===== config.mk =====
export PLATFORM = sky130hd
export DESIGN_NAME = bcd_divider
export DESIGN_NICKNAME = d
export VERILOG_FILES = /design/src/rtl/bcd_div_pkg.sv /design/src/rtl/bcd_pair_to_bin.sv /design/src/rtl/bcd_divider.sv
export SDC_FILE = /design/constraint.sdc
export NUM_CORES = 1
export LEC_CHECK = 0
export BUFFER_PORTS_ARGS = -buffer_cell sky130_fd_sc_hd__buf_2
export CORE_MARGIN = 8
export CORE_UTILIZATION = 50
export DETAILED_ROUTE_END_ITERATION = 7
export PLACE_DENSITY = 0.68
export SLEW_MARGIN = 20
export SYNTH_ARGS = -nofsm -noshare
export SYNTH_HDL_FRONTEND = slang
export SYNTH_SLANG_ARGS = --single-unit

===== constraint.sdc =====
create_clock -name clk -period 9.3 [get_ports clk]
set_input_delay 0.465 -clock clk [delete_from_list [all_inputs] [get_ports clk]]
set_output_delay 0.465 -clock clk [all_outputs]
set_load 0.01 [all_outputs]

===== src/rtl/bcd_div_pkg.sv =====
// Shared types and constants for the sequential BCD divider.
// Optional feature macro used by the divider: BCD_DIV_EARLY_EXIT_EN.
package bcd_div_pkg;

  typedef enum logic [1:0] {
    IDLE,
    LOAD,
    DIVIDE,
    FINISH
  } bcd_div_state_t;

  localparam int BCD_DIV_STEPS = 7;
  localparam int BCD_MAX_DIGIT = 9;
  localparam int BCD_DIV_BIN_W = 7;

endpackage


===== src/rtl/bcd_pair_to_bin.sv =====
// Combinational two-digit BCD to binary conversion (tens*10 + units).
module bcd_pair_to_bin
  import bcd_div_pkg::*;
(
  input  logic [3:0]               tens,
  input  logic [3:0]               units,
  output logic [BCD_DIV_BIN_W-1:0] bin
);

  // tens*10 built as tens*8 + tens*2 so no multiplier is inferred
  assign bin = {tens, 3'b000} + {2'b00, tens, 1'b0} + {3'b000, units};

endmodule


===== src/rtl/bcd_divider.sv =====
// Sequential BCD divider: two-digit dividend / one-digit divisor, start/busy/done handshake.
// Define BCD_DIV_EARLY_EXIT_EN to skip the divide loop when dividend < divisor.
module bcd_divider
  import bcd_div_pkg::*;
(
  input  logic       clk,
  input  logic       rst,
  input  logic       start,
  input  logic [7:0] dividend_bcd,
  input  logic [3:0] divisor_bcd,
  output logic [7:0] quotient_bcd,
  output logic [3:0] remainder_bcd,
  output logic       busy,
  output logic       done,
  output logic       error
);

  bcd_div_state_t           state_reg;
  logic [7:0]               dvd_reg;
  logic [3:0]               dsr_reg;
  logic [BCD_DIV_BIN_W-1:0] q_reg;
  logic [3:0]               rem_reg;
  logic [2:0]               step_reg;
  logic                     err_reg;

  logic [BCD_DIV_BIN_W-1:0] dvd_bin;
  logic [11:0]              operand_nibbles;
  logic [2:0]               digit_bad;
  logic                     operand_err;

  bcd_pair_to_bin u_pair_to_bin (
    .tens  (dvd_reg[7:4]),
    .units (dvd_reg[3:0]),
    .bin   (dvd_bin)
  );

  assign operand_nibbles = {dsr_reg, dvd_reg};

  genvar gi;
  generate
    for (gi = 0; gi < 3; gi++) begin : g_digit_chk
      assign digit_bad[gi] = operand_nibbles[gi*4 +: 4] > 4'(BCD_MAX_DIGIT);
    end
  endgenerate

  assign operand_err = (|digit_bad) || (dsr_reg == 4'h0);

  // One restoring step: remainder stays below the divisor, so the shifted value fits 5 bits
  logic [4:0] shifted;
  logic [3:0] diff;
  logic       borrow;

  assign shifted = {rem_reg, q_reg[BCD_DIV_BIN_W-1]};
  assign borrow  = shifted < {1'b0, dsr_reg};
  assign diff    = 4'(shifted - {1'b0, dsr_reg});

  logic [BCD_DIV_BIN_W-1:0] q_rest;
  logic [3:0]               q_tens;

  always_comb begin
    q_rest = q_reg;
    q_tens = 4'h0;
    for (int i = 0; i < BCD_MAX_DIGIT; i++) begin
      if (q_rest >= 7'd10) begin
        q_rest = q_rest - 7'd10;
        q_tens = q_tens + 4'd1;
      end
    end
  end

  always_ff @(posedge clk or posedge rst) begin
    if (rst) begin
      state_reg     <= IDLE;
      dvd_reg       <= 8'h00;
      dsr_reg       <= 4'h0;
      q_reg         <= '0;
      rem_reg       <= 4'h0;
      step_reg      <= 3'd0;
      err_reg       <= 1'b0;
      quotient_bcd  <= 8'h00;
      remainder_bcd <= 4'h0;
      busy          <= 1'b0;
      done          <= 1'b0;
      error         <= 1'b0;
    end else begin
      done <= 1'b0;
      case (state_reg)
        IDLE: begin
          if (start) begin
            dvd_reg   <= dividend_bcd;
            dsr_reg   <= divisor_bcd;
            busy      <= 1'b1;
            state_reg <= LOAD;
          end
        end
        LOAD: begin
          if (operand_err) begin
            err_reg   <= 1'b1;
            q_reg     <= '0;
            rem_reg   <= 4'h0;
            state_reg <= FINISH;
`ifdef BCD_DIV_EARLY_EXIT_EN
          end else if (dvd_bin < {3'b000, dsr_reg}) begin
            // dividend below a single digit means tens is zero and units is the remainder
            err_reg   <= 1'b0;
            q_reg     <= '0;
            rem_reg   <= dvd_reg[3:0];
            state_reg <= FINISH;
`endif
          end else begin
            err_reg   <= 1'b0;
            q_reg     <= dvd_bin;
            rem_reg   <= 4'h0;
            step_reg  <= 3'd0;
            state_reg <= DIVIDE;
          end
        end
        DIVIDE: begin
          q_reg    <= {q_reg[BCD_DIV_BIN_W-2:0], ~borrow};
          rem_reg  <= borrow ? shifted[3:0] : diff;
          step_reg <= step_reg + 3'd1;
          if (step_reg == 3'(BCD_DIV_STEPS - 1)) begin
            state_reg <= FINISH;
          end
        end
        FINISH: begin
          quotient_bcd  <= {q_tens, q_rest[3:0]};
          remainder_bcd <= rem_reg;
          error         <= err_reg;
          done          <= 1'b1;
          busy          <= 1'b0;
          state_reg     <= IDLE;
        end
        default: begin
          busy      <= 1'b0;
          state_reg <= IDLE;
        end
      endcase
    end
  end

endmodule

Word level (Yosys, flattened, before mapping)
Index checks and enable logic that the tools add are counted.
{"block": "totals", "reg_bits": 44, "input_bits": 15, "output_inout_bits": 15, "wordCells": 96}
{"block": "classes", "n_addsub": 21, "order_cmp": 13, "eq_ne": 7, "n_mux": 32, "n_bitwise": 1, "reduce_logical": 10}
{"cell": "greater-or-equal comparator 7 x 4 -> 1 bit (second input constant)", "count": 9}
{"cell": "two-way mux 7 bit", "count": 9}
{"cell": "subtractor 7 x 4 -> 7 bit (second input constant)", "count": 8}
{"cell": "two-way mux 4 bit", "count": 10}
{"cell": "adder 4 x 1 -> 4 bit (second input constant)", "count": 8}
{"cell": "case mux 7 bit (2 select lines)", "count": 1}
{"cell": "greater-than comparator 4 bit (second input constant)", "count": 3}
{"cell": "case mux 2 bit (4 select lines)", "count": 1}
{"cell": "case mux 4 bit (2 select lines)", "count": 1}
{"cell": "AND reduction 2 bit", "count": 4}
{"cell": "adder 7 x 4 -> 7 bit", "count": 1}
{"cell": "adder 7 x 5 -> 7 bit", "count": 1}
{"cell": "inequality test 2 bit (second input constant)", "count": 3}
{"cell": "case mux 3 bit (2 select lines)", "count": 1}
{"cell": "less-than comparator 5 x 4 -> 1 bit", "count": 1}
{"cell": "two-way mux 1 bit", "count": 5}
{"cell": "== test 2 bit (second input constant)", "count": 2}
{"cell": "zero test 4 bit", "count": 1}
{"cell": "two-way mux 2 bit", "count": 2}
{"cell": "nonzero test 2 bit", "count": 2}
{"cell": "subtractor 4 bit", "count": 1}
{"cell": "subtractor 4 bit (second input constant)", "count": 1}
{"cell": "adder 3 x 1 -> 3 bit (second input constant)", "count": 1}
{"cell": "== test 3 bit (second input constant)", "count": 1}
{"cell": "7 further kinds", "count": 7}

Depth between registers and ports, before layout
Gate-level depths: netlist of the first run.
{"block": "depth", "ltp_word": 18, "depth_mapped": 33, "mapped_depth_nobuf": 30}

Hierarchy
Synthesis of the first run repeated with hierarchy kept, for this count alone.
{"block": "hier_totals", "hier_cells": 536, "hier_area_um2": 4451.8}
{"module": "bcd_divider", "n_inst": 1, "cells_each": 509, "area_per_inst_um2": 4221.5, "seq_area_each_um2": 1101.1}
{"module": "bcd_pair_to_bin", "n_inst": 1, "cells_each": 27, "area_per_inst_um2": 230.2, "seq_area_each_um2": 0.0}

Worst setup path before layout of the first run
No wires, ideal clock.
{"block": "synth_timing", "path_kind": "flip-flop to flip-flop", "startpoint": "register q_reg[1]", "endpoint": "register quotient_bcd[7]", "setup_time_ns": 0.129, "t_arrival_ns": 7.126, "required_time_ns": 9.171, "setup_slack_ns": 2.045, "path_stages_with_launch": 33, "n_path_buf": 3, "period_less_slack_ns": 7.255, "path_cell_list": "dfrtp_1 -> clkbuf_1 -> inv_1 -> ha_1 -> nand2b_1 -> a22oi_1 -> o211ai_1 -> a32oi_1 -> mux2i_1 -> nand2_1 -> a31o_1 -> buf_6 -> a211o_1 -> a211oi_2 -> xnor2_1 -> nand2_1 -> xnor2_1 -> inv_1 -> ha_1 -> a21oi_1 -> a31oi_1 -> buf_2 -> xnor2_1 -> inv_1 -> ha_1 -> a22o_1 -> a21oi_4 -> mux2i_1 -> ha_1 -> o211ai_2 -> a211oi_2 -> mux2i_1 -> a2111o_1"}
{"block": "synth_between", "elab_chain_cells": 18, "word_cells_on_any_way": 42, "classes_between": "add/sub (16); order compare (9); mux (17)"}
{"element": "from (decl)", "line_no": "bcd_divider.sv:21", "text": "logic [BCD_DIV_BIN_W-1:0] q_reg;"}
{"element": "from (signal assigned)", "line_no": "bcd_divider.sv:112", "text": "q_reg <= dvd_bin;"}
{"element": "from (signal assigned)", "line_no": "bcd_divider.sv:119", "text": "q_reg <= {q_reg[BCD_DIV_BIN_W-2:0], ~borrow};"}
{"element": "subtractor 7 x 4 -> 7 bit or greater-or-equal comparator 7 x 4 -> 1 bit (tied branches)", "line_no": "bcd_divider.sv:65, bcd_divider.sv:64"}
{"element": "two-way mux 7 bit or two-way mux 1 bit (tied branches)", "line_no": "bcd_divider.sv:64", "text": "if (q_rest >= 7'd10) begin"}
{"element": "subtractor 7 x 4 -> 7 bit, or another cell as far along", "line_no": "bcd_divider.sv:65", "text": "q_rest = q_rest - 7'd10;"}
{"element": "two-way mux 7 bit or two-way mux 4 bit (tied branches)", "line_no": "bcd_divider.sv:64"}
{"element": "subtractor 7 x 4 -> 7 bit, or another cell as far along", "line_no": "bcd_divider.sv:65"}
{"element": "two-way mux 7 bit or two-way mux 4 bit (tied branches)", "line_no": "bcd_divider.sv:64"}
{"element": "subtractor 7 x 4 -> 7 bit, or another cell as far along", "line_no": "bcd_divider.sv:65"}
{"element": "two-way mux 7 bit or two-way mux 4 bit (tied branches)", "line_no": "bcd_divider.sv:64"}
{"element": "(+2 left out)"}
{"element": "subtractor 7 x 4 -> 7 bit, or another cell as far along", "line_no": "bcd_divider.sv:65"}
{"element": "two-way mux 7 bit or two-way mux 4 bit (tied branches)", "line_no": "bcd_divider.sv:64"}
{"element": "subtractor 7 x 4 -> 7 bit, or another cell as far along", "line_no": "bcd_divider.sv:65"}
{"element": "two-way mux 7 bit or two-way mux 4 bit (tied branches)", "line_no": "bcd_divider.sv:64"}
{"element": "subtractor 7 x 4 -> 7 bit, or another cell as far along", "line_no": "bcd_divider.sv:65"}
{"element": "two-way mux 7 bit or two-way mux 4 bit (tied branches)", "line_no": "bcd_divider.sv:64"}
{"element": "greater-or-equal comparator 7 x 4 -> 1 bit or adder 4 x 1 -> 4 bit (tied branches)", "line_no": "bcd_divider.sv:64, bcd_divider.sv:66"}
{"element": "two-way mux 4 bit (*)", "line_no": "bcd_divider.sv:64"}
{"element": "to (signal assigned)", "line_no": "bcd_divider.sv:127", "text": "quotient_bcd <= {q_tens, q_rest[3:0]};"}
{"element": "to (decl)", "line_no": "bcd_divider.sv:11", "text": "output logic [7:0] quotient_bcd,"}
Mark *: on every way between the ends. The rest lies on a longest branch, timed or not.
A chain may end at the register's enable or synchronous reset.

Final worst setup path of the first run
Same ends and word-level chain as after synthesis.

==> flow_summary.json, run 1 <==
{
  "status": "finished, final reports clean",
  "relSlewSlack": 0.442,
  "core_area_um2": 9110,
  "tns_ns": 0,
  "yosys.area.top_type": "dfrtp_1",
  "ys_types": 82,
  "rsz0062_at_grt": "false",
  "cp_common_cell": "ha_1",
  "clockRootBuffer": "clkbuf_8",
  "ys_seq_area_frac": 0.239,
  "setup_ws_ns": 1.04,
  "path_class": "reg2reg",
  "synth.area.top_cells": "dfrtp_1 (24%), ha_1 (8.2%), mux2_2 (6.6%)",
  "fin_skew_ns": 0.0124,
  "path_max_fanout": 12,
  "cts_resized": 0,
  "netlist_area_um2": 4600,
  "drv_slew": 0,
  "worstSetupEndpointType": "register",
  "die_y_um": 112,
  "synth_warnings": 0,
  "cpLargestDelayFamily": "compound AO/OA/AOI/OAI gates",
  "clock-sinks": 44,
  "fmax_ghz": 0.121,
  "drtIter0Drc": 301,
  "synth-async-reset-ratio": 1.00,
  "ys.flop_type": "dfrtp_1",
  "rows": 35,
  "grt_pass1_vias": 4008,
  "grt.overflow.total": 0,
  "final_hold_viol_count": 0,
  "tritoncts": "done",
  "min_path_type": "in2async",
  "ys_ff_latch": 44,
  "dp_hpwl_mm": 8.45,
  "nFillCells": 840,
  "crit_buf_inv": 4,
  "n_antenna_cell": 0,
  "cp-start-kind": "register",
  "insertion_delay_ns": 0.30,
  "final_cell_mix": "nand2_1 (52), a21oi_1 (47), dfrtp_1 (44), nor2_1 (35), inv_1 (34)",
  "start_util": 0.505,
  "die_w_um": 112,
  "cp_slowest_cell": "dfrtp_1",
  "dieArea_um2": 12500,
  "grt_max_degree": 45,
  "finalWeightedCongestion": 0.916,
  "grt_pass1_wl_mm": 18.6,
  "hold_ws_ns": 0.277,
  "setup_viol": 0,
  "min_period_over_period": 0.888,
  "synth_cells": 540,
  "syn_nets": 588,
  "antenna_left": 0,
  "clk_pin_slew_ns": 0.09,
  "antenna_found_initial": 0,
  "worst_pin_slew_ns": 0.833,
  "syn_area_per_cell_um2": 8.53,
  "crit_required_ns": 9.48,
  "final_common_cell": "nand2_1",
  "cts_setup_buffers": 0,
  "first_pass_iters": 5,
  "drive_above_1_share": 0.175,
  "vias_per_cell": 6.15,
  "cpPeakStageDelay_ns": 0.55,
  "io_buffers": 29,
  "synth_top_area_frac": 0.239,
  "cts_max_level": 2,
  "ctsHoldBuffers": 0,
  "drc": 0,
  "ioPinCount": 30,
  "arrival_ns": 8.44,
  "synth_edf_count": 0,
  "maxCapViolCount": 0,
  "layout_min_cycle_time_ns": 8.26,
  "nets": 608,
  "area_growth_pct": 7.09,
  "dp_slack_ns": 1.17,
  "vias": 4135,
  "avgRoutedWirePerCell_um": 16.0,
  "cts_buffer_depth": 2,
  "track_usage": 0.173,
  "wl_mm": 10.7,
  "cts-buffers-inserted": 5
}
[path summary, 6_finish.rpt]
kind / startpoint / to / slack, ns / cells after the start
worst max-delay path: q_reg[1] / quotient_bcd[7] / 1.04 / 30
worst min-delay path: rst / error / 0.28 / 3
worst max register to register: q_reg[1] / quotient_bcd[7] / 1.04 / 30
worst min register to register: quotient_bcd[6] / quotient_bcd[6] / 0.49 / 2
max in group asynchronous: rst / remainder_bcd[0] / 8.65 / 3
min in group clk: dividend_bcd[0] / dvd_reg[0] / 0.39 / 2
[per-layer routing]
layer,track usage,part of all wire,up-vias
met3,0.0216,0.038,17
met4,0.0513,0.020,0
met5,0,0,-
met2,0.299,0.48,108
li1,-,-,2042
met1,0.220,0.46,1968
[final cells by class]
cell class,instances,area [um2],area share
inverter,36,135,0.0274
clock buffer,6,82.6,0.0167
timing repair buffer,31,160,0.0325
multi-input combinational,442,3270,0.664
clock inverter,2,38.8,0.00787
tap,111,139,0.0282
sequential,44,1100,0.223
[worst min-delay path: stages]
cell	delay (ns)
buf_2	0.10
clkinv_1	0.03
buf_4	0.45
[Yosys cell counts (5+ instances only)]
cell      instances
a21o_1           13
a21oi_1          47
a31oi_1           5
and2_1            7
clkbuf_1         10
dfrtp_1          44
ha_1             30
inv_1            35
mux2_2           27
mux2i_1          10
nand2_1          52
nand2b_1          7
nand3_1          14
nand4_1           5
nor2_1           35
nor3_1           13
o211ai_1          7
o21a_1            7
o21ai_0          19
o21ai_1           6
o22ai_1           5
xnor2_1          21
xor2_1            7
[per-stage QoR]
step	cell area [um2]	instances	utilization
floorplan	4600	540	-
finish	4930	672	0.541
detailed placement	4810	664	0.528
CTS	4930	672	0.541
global route	4930	672	0.541
global placement	4810	664	0.528
[cells by family (layout without fill, tap and decap cells)]
group	after synthesis	count (layout)	synth area share
compound gates	174	174	0.284
xor+xnor	30	30	0.0620
fa+ha+maj	33	33	0.0946
buf+inv	54	75	0.0497
flops	44	44	0.239
mux	37	37	0.0878
simple gates	168	168	0.183
Power of run 1 is left out: the tool's default activity adds up to more than one toggle a clock period on the data nets, which glitch-free logic cannot reach.
==> run 2, diff against run 1 <==
--- a/config.mk
+++ b/config.mk
@@ -5,6 +5,7 @@
 export SDC_FILE = /design/constraint.sdc
 export NUM_CORES = 1
 export LEC_CHECK = 0
+export ABC_AREA = 1
 export BUFFER_PORTS_ARGS = -buffer_cell sky130_fd_sc_hd__buf_2
 export CORE_MARGIN = 8
 export CORE_UTILIZATION = 50
==> constraint.sdc (replaced) <==
create_clock -name clk -period 8.9 [get_ports clk]
set_input_delay 0.445 -clock clk [delete_from_list [all_inputs] [get_ports clk]]
set_output_delay 0.445 -clock clk [all_outputs]
set_load 0.01 [all_outputs]
==> run 2 against run 1 <==
  * Setup slack better by 1.7 ns
  * Core utilization increased by 1.3 points
  * Via count fell by 4.9%
  * Sequential share of layout area rose by 0.43 points
  * Register-to-register slack better by 1.7 ns
  * Clock-buffer cell count decreased by 1
  * Fmax rose by 35%
  * Final cell count grew 16%
  * Synthesized cell count grew 19%
  * Critical path type unchanged
==> flow_summary.json, run 2 <==
{
  "nFillCells": 851,
  "path_max_fanout": 12,
  "maxCapViolCount": 0,
  "worstSetupEndpointType": "register",
  "final_common_cell": "nand2_1",
  "first_pass_iters": 4,
  "ys_seq_area_frac": 0.245,
  "die_y_um": 111,
  "vias_per_cell": 5.03,
  "synth_top_area_frac": 0.245,
  "muxShareOfSynthArea": 0,
  "drive_above_1_share": 0.210,
  "post-route-util": 0.555,
  "cts_resized": 0,
  "final_hold_viol_count": 0,
  "fin_skew_ns": 0.00638,
  "final_cell_mix": "nand2_1 (200), inv_1 (87), dfrtp_1 (44), nand3_1 (43), o21ai_0 (32)",
  "nets": 721,
  "post-synth-top-count-cell": "nand2_1",
  "tritoncts": "done",
  "dieArea_um2": 12300,
  "cpPeakStageDelay_ns": 0.42,
  "drtIter0Drc": 206,
  "synth_fa_ha_area_frac": 0.0969,
  "n_antenna_cell": 0,
  "cp_slowest_cell": "dfrtp_1",
  "ioPinCount": 30,
  "cp-start-kind": "register",
  "dp_hpwl_mm": 7.43,
  "netlist_area_um2": 4500,
  "synth.area.top_cells": "dfrtp_1 (24%), nand2_1 (17%), ha_1 (8.3%)",
  "setup_viol": 0,
  "clockRootBuffer": "clkbuf_8",
  "syn_nets": 689,
  "synth_compound_area_frac": 0.107,
  "synth-async-reset-ratio": 1.00,
  "fmax_ghz": 0.164,
  "cts-buffers-inserted": 5,
  "track_usage": 0.152,
  "arrival_ns": 6.36,
  "worst_pin_slew_ns": 0.550,
  "ys_types": 45,
  "r2r_cells": 54,
  "rsz0062_at_grt": "false",
  "worstReg2RegStart": "q_reg[1]",
  "cts_max_level": 2,
  "synth_warnings": 0,
  "ctsHoldBuffers": 0,
  "clk_pin_slew_ns": 0.08,
  "grt.overflow.total": 0,
  "clock-sinks": 44,
  "io_buffers": 29,
  "synth_commonest_cells": "nand2_1 (200), inv_1 (88), dfrtp_1 (44), nand3_1 (43), o21ai_0 (32)",
  "drv_slew": 0,
  "start_util": 0.515,
  "synth_top_family_by_area": "simple AND/OR/NAND/NOR gates",
  "area_growth_pct": 7.60,
  "cts_setup_buffers": 0,
  "antenna_left": 0,
  "cpLargestDelayFamily": "simple AND/OR/NAND/NOR gates",
  "r2r_slack_ns": 2.79,
  "avgRoutedWirePerCell_um": 11.6,
  "crit_required_ns": 9.14,
  "grt_pass1_wl_mm": 16.6,
  "min_path_type": "in2async",
  "antenna_found_initial": 0,
  "layout_min_cycle_time_ns": 6.11,
  "wl_mm": 9.07,
  "synth_edf_count": 0,
  "ys_ff_latch": 44,
  "syn_area_per_cell_um2": 7.01,
  "core_area_um2": 8720,
  "finalWeightedCongestion": 0.861,
  "drc": 0,
  "path_class": "reg2reg",
  "tns_ns": 0,
  "insertion_delay_ns": 0.30,
  "yosys.area.top_type": "dfrtp_1",
  "rows": 34,
  "grt_pass1_vias": 3934,
  "cts_buffer_depth": 2,
  "die_w_um": 111,
  "grt_max_degree": 45,
  "status": "finished, final reports clean",
  "min_period_over_period": 0.687,
  "crit_buf_inv": 7,
  "synthXorXnorAreaFrac": 0.0289,
  "synth_cells": 641,
  "regToRegEndpoint": "quotient_bcd[7]",
  "synth-simple-area-share": 0.426,
  "relSlewSlack": 0.633,
  "ys.flop_type": "dfrtp_1",
  "cp_common_cell": "nand2_1",
  "vias": 3932
}
[run 2: worst max path at each step]
| stage | start | endpoint | slack (ns) | cells after the start |
|---|---|---|---|---|
| global placement | q_reg[1] | quotient_bcd[7] | 3.00 | 53 |
| floorplan | q_reg[2] | quotient_bcd[1] | 3.47 | 51 |
| global route | q_reg[1] | quotient_bcd[7] | 2.07 | 52 |
| detailed placement | q_reg[1] | quotient_bcd[7] | 2.80 | 54 |
| CTS | q_reg[1] | quotient_bcd[7] | 2.76 | 54 |
| finish | q_reg[1] | quotient_bcd[7] | 2.79 | 54 |
[run 2: final cells by class]
| class | instances | area (um2) | area share |
|---|---|---|---|
| inverter | 108 | 405 | 0.0838 |
| timing repair buffer | 30 | 153 | 0.0316 |
| multi-input combinational | 484 | 2960 | 0.612 |
| tap | 108 | 135 | 0.0279 |
| sequential | 44 | 1100 | 0.228 |
| clock buffer | 5 | 68.8 | 0.0142 |
| clock inverter | 2 | 12.5 | 0.00259 |
[run 2: worst register-to-register path, delay by kind of cell (launching register included)]
| family | cells | cell delay (ns) |
|---|---|---|
| flip-flops | 1 | 0.42 |
| adder cells (fa/ha/maj) | 4 | 0.74 |
| AND/OR/NAND/NOR | 42 | 4.00 |
| AO/OA/AOI/OAI | 1 | 0.27 |
| buffers and inverters | 7 | 0.63 |
[run 2: kinds of logic (layout without fill, tap and decap cells)]
logic type / Yosys count / count (layout)
AOI/OAI and AO/OA: 74 / 74
adders and majority gates: 33 / 33
buffers and inverters: 113 / 145
DFF: 44 / 44
xor gates and xnor gates: 14 / 14
and+or+nand+nor: 363 / 363
[run 2: metrics by stage]
stage	instance area, um2	worst slack, ns	hold slack [ns]	instances
4_1_cts	4840	2.76	0.282	781
5_1_grt	4840	2.07	0.319	781
6_report	4840	2.79	0.258	781
2_1_floorplan	4500	3.47	0.449	641
3_5_place_dp	4760	2.80	0.469	774
3_3_place_gp	4760	3.00	0.456	774
[run 2: metal layers]
layer / wire length, um / GRT usage
met4: 85 / 0.0405
met1: 4350 / 0.184
met3: 252 / 0.0222
met5: 0 / 0
met2: 4380 / 0.270
Power of run 2 is left out for the same reason.
==> run 3, diff against run 2 <==
--- a/config.mk
+++ b/config.mk
@@ -5,7 +5,7 @@
 export SDC_FILE = /design/constraint.sdc
 export NUM_CORES = 1
 export LEC_CHECK = 0
-export ABC_AREA = 1
+export ABC_AREA = 0
 export BUFFER_PORTS_ARGS = -buffer_cell sky130_fd_sc_hd__buf_2
 export CORE_MARGIN = 8
 export CORE_UTILIZATION = 50
==> constraint.sdc (replaced) <==
create_clock -name clk -period 6.1 [get_ports clk]
set_input_delay 0.305 -clock clk [delete_from_list [all_inputs] [get_ports clk]]
set_output_delay 0.305 -clock clk [all_outputs]
set_load 0.01 [all_outputs]
==> run 3 against run 2 <==
  * Sequential share of layout area shrank 5.6 points
  * Clock skew grew 0.0047 ns
  * Flip-flop and latch count is the same
  * Critical path depth shrank 24
  * First-iteration DRC count grew 3.9%
  * Core utilization grew 15 points
  * Die area grew 2.1%
  * Routed wire length grew 48%
  * The run now ends with setup timing left
  * Final area grew 33%
  * Register-to-register slack lost 3.1 ns
  * Setup slack lost 3.1 ns
  * Worst hold slack lost 0.15 ns
==> flow_summary.json, run 3 (synthesis gave the netlist of run 1 again) <==
{
  "status": "finished with violations",
  "violations": "setup timing",
  "use_met2": 0.377,
  "antenna_left": 0,
  "cts_buffer_depth": 2,
  "post-route-cell-area_um2": 6420,
  "use_met1": 0.252,
  "cp_common_cell": "ha_4",
  "cpPeakStageDelay_ns": 0.55,
  "tritoncts": "done",
  "crit_required_ns": 6.29,
  "cp_slowest_cell": "or4_4",
  "grt_pass1_wl_mm": 22.1,
  "grt.overflow.total": 0,
  "setup_ws_ns": -0.338,
  "dieArea_um2": 12500,
  "setup_viol": 7,
  "start_util": 0.505,
  "drive_above_1_share": 0.408,
  "core_area_um2": 9110,
  "layout_min_cycle_time_ns": 6.44,
  "min_path_type": "in2async",
  "maxCapViolCount": 0,
  "clockRootBuffer": "clkbuf_8",
  "vias": 4797,
  "clk_pin_slew_ns": 0.09,
  "hold_ws_ns": 0.112,
  "r2r_cells": 30,
  "placed_cell_area_um2": 5930,
  "avgRoutedWirePerCell_um": 16.4,
  "io_buffers": 29,
  "rows": 35,
  "wl_mm": 13.4,
  "finalWeightedCongestion": 0.933,
  "area_growth_pct": 39.5,
  "drv_slew": 0,
  "track_usage": 0.208,
  "worst_pin_slew_ns": 0.830,
  "numPlacedInstances": 792,
  "cts_max_level": 2,
  "ioPinCount": 30,
  "r2r_slack_ns": -0.34,
  "fmax_ghz": 0.155,
  "grt_max_degree": 45,
  "cts-buffers-inserted": 5,
  "rsz0062_at_grt": "true",
  "final_common_cell": "buf_4",
  "fin_skew_ns": 0.0110,
  "arrival_ns": 6.63,
  "use_met3": 0.0195,
  "insertion_delay_ns": 0.30,
  "worstSetupEndpointType": "register",
  "vias_per_cell": 5.85,
  "drc": 0,
  "busiest_layer": "met2",
  "die_w_um": 112,
  "antenna_found_initial": 0,
  "min_period_over_period": 1.06,
  "nets": 756,
  "die_y_um": 112,
  "clock-sinks": 44,
  "drtIter0Drc": 214,
  "dp_hpwl_mm": 10.0,
  "n_antenna_cell": 0,
  "final_hold_viol_count": 0,
  "final_cell_mix": "buf_4 (146), nand2_1 (49), dfrtp_1 (43), a21oi_1 (42), nor2_1 (34)",
  "grt_pass1_vias": 4765,
  "cp-start-kind": "register",
  "nFillCells": 683,
  "path_max_fanout": 5,
  "relSlewSlack": 0.447,
  "instances_no_fill": 820,
  "first_pass_iters": 7,
  "path_class": "reg2reg"
}
[run 3: changes by cell type in the layout (fill, tap and decap cells not counted), sizes merged, moves of 14 or more]
| cell | change |
|---|---|
| nand2 | -188 |
| buf | +149 |
| inv | -68 |
| nand3 | -44 |
| a21oi | +36 |
| mux2 | +27 |
| xnor2 | +17 |
| nor3 | +15 |
| nand4 | -14 |
[run 3: final timing paths]
kind	to	from
worst min register to register	quotient_bcd[2]	quotient_bcd[2]
worst max register to register	quotient_bcd[7]	q_reg[1]
max in group asynchronous	q_reg[1]	rst
min in group clk	dvd_reg[7]	dividend_bcd[7]
worst min-delay path	quotient_bcd[4]	rst
worst max-delay path	quotient_bcd[7]	q_reg[1]
[run 3: cell type report]
class | instances | area [um2] | share of cell area
repair buffers | 179 | 1290 | 0.202
multi-input cells | 442 | 3630 | 0.565
flip-flops and latches | 44 | 1100 | 0.172
clock inverters | 3 | 46.3 | 0.00721
clock buffers | 5 | 68.8 | 0.0107
inverters | 36 | 140 | 0.0218
well taps | 111 | 139 | 0.0216
[run 3: worst max-delay path, delay by kind of cell, from the launching register on]
| family | cells | cell delay, ns |
|---|---|---|
| flip-flops | 1 | 0.46 |
| XOR/XNOR | 3 | 0.53 |
| adder cells (fa/ha/maj) | 4 | 0.69 |
| multiplexers | 1 | 0.33 |
| AO/OA/AOI/OAI | 11 | 2.60 |
| buffers and inverters | 7 | 0.71 |
| AND/OR/NAND/NOR | 4 | 1.00 |
[run 3: timing repair]
| action | 4_1_cts | 5_1_grt |
|---|---|---|
| hold buffers | 0 | 0 |
| cloned | 0 | 0 |
| setup endpoints to repair | 7 | 7 |
| resized for setup | 23 | 16 |
| buffers inserted | 12 | 8 |
| pin swaps | 13 | 6 |
[run 3: per-stage QoR]
stage	util	TNS [ns]	setup slack, ns
after CTS	0.687	-0.352	-0.180
after global routing	0.705	-3.19	-0.591
after detailed placement	0.652	-1.82	-0.446
final	0.705	-1.42	-0.338
after global placement	0.652	-0.710	-0.252
after floorplan	-	-1.69	-0.491
[run 3: metal layers]
| metal | share of wire | vias to the layer above |
|---|---|---|
| li1 | - | 2339 |
| met2 | 0.51 | 120 |
| met1 | 0.44 | 2308 |
| met5 | 0 | - |
| met4 | 0.025 | 0 |
| met3 | 0.030 | 30 |
Power of run 3 is left out for the same reason.
